File: config.mk
export PLATFORM = sky130hd
export DESIGN_NAME = asm_datapath_flat
export DESIGN_NICKNAME = d
export VERILOG_FILES = /design/src/rtl/asm_pkg.sv /design/src/rtl/asm_datapath_if.sv /design/src/rtl/asm_loop_counter.sv /design/src/rtl/asm_datapath.sv /design/src/flat_wrapper.sv
export SDC_FILE = /design/constraint.sdc
export NUM_CORES = 1
export LEC_CHECK = 0
export ABC_AREA = 1
export CAP_MARGIN = 25
export CORE_MARGIN = 4
export CORE_UTILIZATION = 50
export DETAILED_ROUTE_END_ITERATION = 16
export GPL_TIMING_DRIVEN = 0
export PLACE_DENSITY = 0.81
export SYNTH_ARGS = -nofsm -noshare
export SYNTH_HDL_FRONTEND = slang
export SYNTH_SLANG_ARGS = --single-unit
export TNS_END_PERCENT = 20
File: constraint.sdc
create_clock -name clk -period 2.4 [get_ports clk]
set_clock_uncertainty 0.1 [all_clocks]
set_input_delay 0.24 -clock clk [delete_from_list [all_inputs] [get_ports clk]]
set_output_delay 0.24 -clock clk [all_outputs]
set_load 0.01 [all_outputs]
File: src/rtl/asm_pkg.sv
// ============================================================================
// Module      : asm_pkg
// Description : Shared constants, state encoding and datapath op decode for the
//               two-state (t0/t1) ASM controller/datapath pair.
// Revision    : 1.0 - initial release
// ============================================================================
`default_nettype none

package asm_pkg;

    localparam int WIDTH_DEF = 8;
    localparam int COUNT_DEF = 4;
    localparam int CW_DEF    = $clog2(COUNT_DEF + 1);

    // Bit positions of the controller's one-hot state vector.
    localparam int ST_T0 = 0;
    localparam int ST_T1 = 1;

    typedef enum logic [1:0] {
        OP_HOLD    = 2'd0,
        OP_LOAD    = 2'd1,
        OP_ITER    = 2'd2,
        OP_CAPTURE = 2'd3
    } dp_op_e;

    // t0 outranks t1; once the loop is done t1 only re-captures the sum.
    function automatic dp_op_e decode_op(input logic [1:0] state, input logic status);
        dp_op_e op;
        op = OP_HOLD;
        if (state[ST_T0]) begin
            op = OP_LOAD;
        end else if (state[ST_T1]) begin
            op = status ? OP_CAPTURE : OP_ITER;
        end
        return op;
    endfunction

endpackage

`default_nettype wire

File: src/rtl/asm_datapath_if.sv
// ============================================================================
// Module      : asm_datapath_if
// Description : Controller <-> datapath bundle: state strobes, operand, status
//               and result signals.
// Revision    : 1.0 - initial release
// ============================================================================
`default_nettype none

interface asm_datapath_if #(
    parameter int WIDTH = 8,
    parameter int CW    = 3
);
    logic                  t0;
    logic                  t1;
    logic [WIDTH-1:0]      operand;
    logic                  status;
    logic [WIDTH+CW-1:0]   result;
    logic                  result_valid;
    logic                  err;

    modport master (
        output t0, t1, operand,
        input  status, result, result_valid, err
    );

    modport slave (
        input  t0, t1, operand,
        output status, result, result_valid, err
    );
endinterface

`default_nettype wire

File: src/rtl/asm_loop_counter.sv
// ============================================================================
// Module      : asm_loop_counter
// Description : Loop counter R with clear/increment/saturate and R==COUNT flag.
// Revision    : 1.0 - initial release
// ============================================================================
`default_nettype none

module asm_loop_counter #(
    parameter int COUNT = 4,
    parameter int CW    = 3
) (
    input  wire logic          clk,
    input  wire logic          resetn,
    input  wire logic          i_clr,
    input  wire logic          i_inc,
    output logic [CW-1:0]      o_count,
    output logic               o_status
);

    logic [CW-1:0] r_count;

    assign o_status = (r_count == CW'(COUNT));
    assign o_count  = r_count;

    // Increment stops at COUNT so a faulty extra t1 can never wrap the loop.
    always_ff @(posedge clk or negedge resetn) begin
        if (!resetn) begin
            r_count <= '0;
        end else if (i_clr) begin
            r_count <= '0;
        end else if (i_inc && !o_status) begin
            r_count <= r_count + CW'(1);
        end
    end

endmodule

`default_nettype wire

File: src/rtl/asm_datapath.sv
// ============================================================================
// Module      : asm_datapath
// Description : Repeated-addition datapath: result = COUNT * operand, with a
//               status flag for the controller and a sticky t0/t1 clash flag.
// Revision    : 1.0 - initial release
// ============================================================================
`default_nettype none

module asm_datapath
    import asm_pkg::*;
#(
    parameter int WIDTH = WIDTH_DEF,
    parameter int COUNT = COUNT_DEF,
    parameter int CW    = CW_DEF
) (
    input  wire logic       clk,
    input  wire logic       resetn,
    asm_datapath_if.slave   bus
);

    logic [1:0]          w_state;
    logic                w_status;
    logic [CW-1:0]       w_count;
    logic                w_unused_count;
    dp_op_e              w_op;

    logic [WIDTH+CW-1:0] r_acc;
    logic [WIDTH-1:0]    r_b;
    logic [WIDTH+CW-1:0] r_result;
    logic                r_valid;
    logic                r_err;

    assign w_state[ST_T0]  = bus.t0;
    assign w_state[ST_T1]  = bus.t1;
    assign w_op            = decode_op(w_state, w_status);
    assign w_unused_count  = ^w_count;

    asm_loop_counter #(
        .COUNT (COUNT),
        .CW    (CW)
    ) u_loop_counter (
        .clk      (clk),
        .resetn   (resetn),
        .i_clr    (bus.t0),
        .i_inc    (bus.t1 && !bus.t0),
        .o_count  (w_count),
        .o_status (w_status)
    );

    // Accumulator is WIDTH+CW wide, so COUNT*(2^WIDTH-1) always fits.
    always_ff @(posedge clk or negedge resetn) begin
        if (!resetn) begin
            r_acc    <= '0;
            r_b      <= '0;
            r_result <= '0;
            r_valid  <= 1'b0;
            r_err    <= 1'b0;
        end else begin
            case (w_op)
                OP_LOAD: begin
                    r_acc   <= '0;
                    r_b     <= bus.operand;
                    r_valid <= 1'b0;
                end
                OP_ITER: begin
                    r_acc   <= r_acc + {{CW{1'b0}}, r_b};
                    r_valid <= 1'b0;
                end
                OP_CAPTURE: begin
                    r_result <= r_acc;
                    r_valid  <= 1'b1;
                end
                default: begin
                    r_valid <= 1'b0;
                end
            endcase
            if (bus.t0 && bus.t1) begin
                r_err <= 1'b1;
            end
        end
    end

    assign bus.status       = w_status;
    assign bus.result       = r_result;
    assign bus.result_valid = r_valid;
    assign bus.err          = r_err;

endmodule

`default_nettype wire
File: src/flat_wrapper.sv
// flat-port wrapper written by rule: the top's interface ports become plain ports
module asm_datapath_flat import asm_pkg::*;
#(
    parameter int WIDTH = WIDTH_DEF,
    parameter int COUNT = COUNT_DEF,
    parameter int CW    = CW_DEF
)
  (clk, resetn, bus_t0, bus_t1, bus_operand, bus_status, bus_result, bus_result_valid, bus_err);
  asm_datapath_if #(.WIDTH(WIDTH), .CW(CW)) bus_i ();
  input  wire logic clk;
  input  wire logic resetn;
  input wire logic [$bits(bus_i.t0)-1:0] bus_t0;
  input wire logic [$bits(bus_i.t1)-1:0] bus_t1;
  input wire logic [$bits(bus_i.operand)-1:0] bus_operand;
  output wire logic [$bits(bus_i.status)-1:0] bus_status;
  output wire logic [$bits(bus_i.result)-1:0] bus_result;
  output wire logic [$bits(bus_i.result_valid)-1:0] bus_result_valid;
  output wire logic [$bits(bus_i.err)-1:0] bus_err;
  assign bus_i.t0 = bus_t0;
  assign bus_i.t1 = bus_t1;
  assign bus_i.operand = bus_operand;
  assign bus_status = bus_i.status;
  assign bus_result = bus_i.result;
  assign bus_result_valid = bus_i.result_valid;
  assign bus_err = bus_i.err;
  asm_datapath #(.WIDTH(WIDTH), .COUNT(COUNT), .CW(CW)) u_core (.clk(clk), .resetn(resetn), .bus(bus_i));
endmodule
## Word level (Yosys, flattened, before mapping)

Index checks and enable logic that the tools add are counted.

| operators by class | value |
|---|---|
| add/sub/neg operators | 2 |
| equality and inequality tests | 4 |
| mux-type cells | 7 |
| reductions and logical operators | 7 |

Operators by type and width:

| operator | count |
|---|---|
| $pmux 11 s2 | 1 |
| $add 11x8->11 | 1 |
| $mux 3 | 2 |
| $eq 2x2->1 const B | 2 |
| $mux 2 | 2 |
| $reduce_bool 2->1 | 2 |
| $add 3x1->3 const B | 1 |
| $eq 3x3->1 const B | 1 |
| $logic_and 1x1->1 | 3 |
| $eq 2x1->1 const B | 1 |
| $logic_not 1->1 | 2 |
| $mux 1 | 2 |

| word-level totals | value |
|---|---|
| flip-flop bits (word level) | 35 |
| bits of input ports | 12 |
| output and inout bits | 14 |
| logic and storage cells | 26 |

## Depth between registers and ports, before layout

| logic depth | value |
|---|---|
| word-level depth | 6 |
| gate-level depth with buffers | 11 |
| mapped depth without buffers | 10 |

## By module

From an unflattened synthesis, not the netlist that was laid out.

| second synthesis, totals | value |
|---|---|
| cells, all modules | 205 |
| area, all modules | 1805.5 um2 |

Modules (own cells, without submodules):

| module | times used | cells an instance | area each (um2) |
|---|---|---|---|
| asm_datapath | 1 | 180 | 1620.3 |
| asm_loop_counter | 1 | 25 | 185.2 |

## Worst setup path before layout

OpenSTA, ideal clock, no wires.

| path | value |
|---|---|
| kind | register to register |
| start | reg u_core.u_loop_counter.r_count[0], in the netlist u_core.u_loop_counter.o_count[0] |
| end | reg u_core.r_acc[10] |
| library setup time | 0.119 ns |
| arrival time | 1.643 ns |
| required time | 2.181 ns |
| setup slack | 0.538 ns |
| cell stages (with the launch flop) | 11 |
| buffers on the path | 1 |
| clock period less this slack | 1.862 ns |
| cell sequence | dfrtp_1 -> inv_1 -> ha_1 -> nand2_1 -> o21ai_0 -> ha_1 -> buf_2 -> nand2_1 -> nor2_1 -> a21oi_1 -> nor2_1 |

| between the ends | value |
|---|---|
| cells in the longest elaborated chain, start to end | 6 |
| elaborated cells on any way between the ends | 8 |

Ends and longest elaborated chain:

| item | line | text |
|---|---|---|
| start: declaration | asm_loop_counter.sv:20 | `logic [CW-1:0] r_count;` |
| start signal: assignment | asm_loop_counter.sv:32 | `r_count <= r_count + CW'(1);` |
| $eq 3x3->1 * | asm_loop_counter.sv:22 | `assign o_status = (r_count == CW'(COUNT));` |
| $mux 1 * | asm_pkg.sv:33 | `op = status ? OP_CAPTURE : OP_ITER;` |
| $mux 2 * | asm_pkg.sv:32 | `end else if (state[ST_T1]) begin` |
| $mux 2 * | asm_pkg.sv:30 | `if (state[ST_T0]) begin` |
| $eq 2x2->1 / $eq 2x1->1 (equally long branches) | asm_datapath.sv:59 | `case (w_op)` |
| $pmux 11 s2 / $reduce_bool 2->1 (equally long branches) | - |  |
| end signal: assignment | asm_datapath.sv:66 | `r_acc <= r_acc + {{CW{1'b0}}, r_b};` |
| end: declaration | asm_datapath.sv:27 | `logic [WIDTH+CW-1:0] r_acc;` |

Every way passes the cells marked *; elsewhere a longest branch is shown, timed or not.
A chain may end at the register's enable or synchronous reset.

## Worst setup path in the final report

| path | value |
|---|---|
| start | reg u_core.u_loop_counter.r_count[0], in the netlist u_core.u_loop_counter.o_count[0] |
| end | reg u_core.r_result[8], in the netlist u_core.bus.result[8] |

| between the ends | value |
|---|---|
| cells in the longest elaborated chain, start to end | 5 |

Ends and longest elaborated chain:

| item | line | text |
|---|---|---|
| $eq 3x3->1 | asm_loop_counter.sv:22 |  |
| $mux 1 | asm_pkg.sv:33 |  |
| $mux 2 | asm_pkg.sv:32 |  |
| $mux 2 | asm_pkg.sv:30 |  |
| $eq 2x2->1 | asm_datapath.sv:59 |  |
| end signal: assignment | asm_datapath.sv:70 | `r_result <= r_acc;` |
| end: declaration | asm_datapath.sv:29 | `logic [WIDTH+CW-1:0] r_result;` |

Every way passes these cells.

==> metrics.md <==
| Metric | Value |
|---|---|
| Status | `finished, final reports clean` |
| Top Family by Delay on Critical Path | `buffers and inverters` |
| Worst slew margin | `49.8%` |
| Post-CTS sizing | `0` |
| Slowest stage cell, crit path | `dfrtp_1` |
| Clock Pin Slew Worst Setup and Hold Paths | `70 ps` |
| Design Area, Final | `2260 µm²` |
| Die Y | `69.1 µm` |
| R2r worst-path depth | `9` |
| Min cycle time layout | `2130 ps` |
| EDFF count, synth | `0` |
| Wirelength, routed | `3.44 mm` |
| I/O pin count | `26` |
| Largest net degree at the start of global routing | `36` |
| GRT Total Usage | `15.9%` |
| TNS Setup | `0 ps` |
| Critical path capture point type | `flop` |
| Starting density of the core | `53.8%` |
| Synth Cell Area | `1870 µm²` |
| Nets@finish | `263` |
| Dpl cell area | `2170 µm²` |
| Setup crit start | `u_core.u_loop_counter.o_count[0]` |
| Drt wl/cell | `12.1 µm` |
| PortBufs | `25` |
| Leakage | `1.15 nW` |
| Reg2Reg Setup Slack | `270 ps` |
| Clock buffer count from CTS | `5` |
| Final worst setup slack | `271 ps` |
| Row count | `21` |
| Sequential area share after synthesis | `46.9%` |
| Total number of vias | `1425` |
| Grt ovf | `0` |
| Final setup vio count | `0` |
| Placeable core area | `3470 µm²` |
| Critical path type | `reg -> reg` |
| Root buffer cell | `clkbuf_8` |
| Mean Syn Cell Area | `9.15 µm²` |
| Vias in the first global route | `1370` |
| CTS tree | `yes` |
| # clock sinks | `35` |
| Reg-to-Reg Start | `u_core.u_loop_counter.o_count[0]` |
| Critical Path RT | `2510 ps` |
| Hold Crit Class | `reg -> reg` |
| Post-synth top cells | `nand2_1 (44), dfrtp_1 (35), inv_1 (24)` |
| Hpwl dp | `2.53 mm` |
| Area of the die | `4780 µm²` |
| Cells taking the most area after synthesis | `dfrtp_1 (47%), nand2_1 (8.8%), ha_1 (8.7%), mux2_2 (7.8%), inv_1 (4.8%)` |
| Drt initial violations | `77` |
| N_diodes | `0` |
| Count leader, synth | `nand2_1` |
| Cell variety after synth | `26` |
| Skew-Pair Late Insertion Delay | `290 ps` |
| Warnings from Yosys | `0` |
| Critical Path, Cell by Cell | `inv_1 > ha_1 > nand2_1 > o21ai_0 > ha_1 > buf_2 > buf_2 > nor2_1 > a21oi_1` |
| Max Clock Freq | `0.470 GHz` |
| Crit path launch type | `flop` |
| Die Width | `69.1 µm` |
| Placer congestion estimate | `0.831` |
| Crit-path max FO | `10` |
| Max-slew violations | `0` |
| Final period util | `88.7%` |
| Post-DR vias/cell | `5.02` |
| Routed Antenna Nets | `0` |
| H-Tree Depth | `2` |
| Hold path depth | `1` |
| First drt pass iteration count | `4` |
| Worst slew pin tran | `754 ps` |
| Setup crit end | `u_core.bus.result[8]` |
| WP depth | `9` |
| Crit path DAT | `2240 ps` |
| R2R Path End | `u_core.bus.result[8]` |
| Synth Register Bits | `35` |
| Synth top area share | `46.9%` |
| Cells after Synth | `204` |
| Area Overhead vs Synth | `21.2%` |
| Layout fillers | `309` |
| Crit-path max cell delay | `390 ps` |
| # hold bufs at CTS | `1` |
| Worst path bufs/invs | `3` |
| Main synth FF type | `dfrtp_1` |
| DRC violations left | `0` |
| Worst vdd ir | `0.477 mV` |
| First-pass GRT wire length | `6.07 mm` |
| Initial antenna violation count | `0` |
| Clock buffer depth | `2` |
| Synthesized net count | `230` |
| Synth area leader | `dfrtp_1` |
| RSZ-0062 raised after global routing | `no` |
| Ys async rst share | `100%` |
| Final hold violation count | `0` |
| Overall Power | `1.43 mW` |
| Setup bufs post-CTS | `0` |
| DP Worst Slack | `170 ps` |
| Ratio of cells with drive above 1 in the final layout | `18.1%` |
| PD cells | `633 nW/µm²` |
| Total of max-cap violations | `0` |
how the worst min path moves through the flow:
stage	from	endpoint	slack, ps
final	u_core.bus.err	u_core.bus.err	390
after global routing	u_core.bus.err	u_core.bus.err	420
after CTS	u_core.bus.err	u_core.bus.err	390
after detailed placement	resetn	u_core.r_b[5]	250
after global placement	u_core.bus.err	u_core.bus.err	370
after floorplan	resetn	u_core.bus.err	-160
cells in the final DEF (no fill, tap or decap), types with 2 or more instances in the layout:
cell | synthesis | layout
nand2_2 | 3 | 3
inv_2 | 4 | 4
clkdlybuf4s50_1 | 0 | 24
nand3_2 | 3 | 3
nand3_1 | 7 | 7
o21ai_0 | 4 | 4
clkinv_2 | 0 | 3
nand2_1 | 44 | 44
a21oi_1 | 11 | 11
dfrtp_1 | 35 | 35
nor2_2 | 3 | 3
mux2_2 | 13 | 13
nor2_1 | 17 | 17
o22ai_1 | 3 | 3
buf_2 | 4 | 5
o21ai_1 | 5 | 5
o21bai_1 | 2 | 2
clkbuf_8 | 0 | 5
inv_1 | 24 | 24
ha_1 | 13 | 13
worst reg2reg max path, delay by kind of cell, from the launching register on:
family	cells	cell delay, ps
buffers and inverters	3	580
and+or+nand+nor	2	140
DFF	1	390
AOI/OAI and AO/OA	2	450
adders and majority gates	2	390
routing by layer:
| layer | GRT usage (%) | up-vias | wire length [µm] | part of all wire [%] |
|---|---|---|---|---|
| met5 | 0 | - | 0 | 0 |
| met4 | 8.89 | 0 | 101 | 2.9 |
| met3 | 4.65 | 11 | 183 | 5.3 |
| met2 | 24.7 | 31 | 1560 | 45 |
| met1 | 19.8 | 658 | 1590 | 46 |
| li1 | - | 725 | - | - |
cell families (layout without fill, tap and decap cells):
family                   Yosys count  count (layout)  share of synthesized area, %
buffers and inverters             32              66                          6.70
multiplexers                      13              13                          7.84
AO/OA/AOI/OAI                     28              28                          8.98
AND/OR/NAND/NOR                   81              81                          19.3
flip-flops                        35              35                          46.9
XOR/XNOR                           1               1                         0.469
adder cells (fa/ha/maj)           14              14                          9.79
flip-flops by register name, indices dropped and copies added, names as in the netlist:
signal / flops
u_core.bus.result: 11
u_core.r_acc: 11
u_core.r_b: 8
u_core.u_loop_counter.o_count: 3
u_core.bus.err: 1
u_core.bus.result_valid: 1
layout make-up:
type                            instances  area [µm²]  share of cell area, %
Buffer                                  4        20.0                  0.884
Clock buffer                            5        68.8                   3.04
Clock inverter                          3        15.0                  0.663
Inverter                               28         105                   4.64
Multi-Input combinational cell        137         866                   38.3
Sequential cell                        35         876                   38.7
Tap cell                               46        57.6                   2.54
Timing Repair Buffer                   26         255                   11.3
power breakdown:
| group | internal [mW] | leakage (nW) | switching, mW |
|---|---|---|---|
| Sequential | 0.651 | 0.448 | 0.0393 |
| Clock | 0.198 | 0.0477 | 0.205 |
| Combinational | 0.160 | 0.655 | 0.180 |
| Total | 1.01 | 1.15 | 0.424 |
stage by stage:
stage | hold slack, ps | utilization [%] | instances
final | 385 | 65.3 | 284
after floorplan | -156 | - | 204
after detailed placement | 253 | 62.6 | 275
after CTS | 392 | 65.3 | 284
after global placement | 370 | 62.7 | 275
after global routing | 423 | 65.3 | 284
No activity file was read; power rests on OpenSTA's default activity.
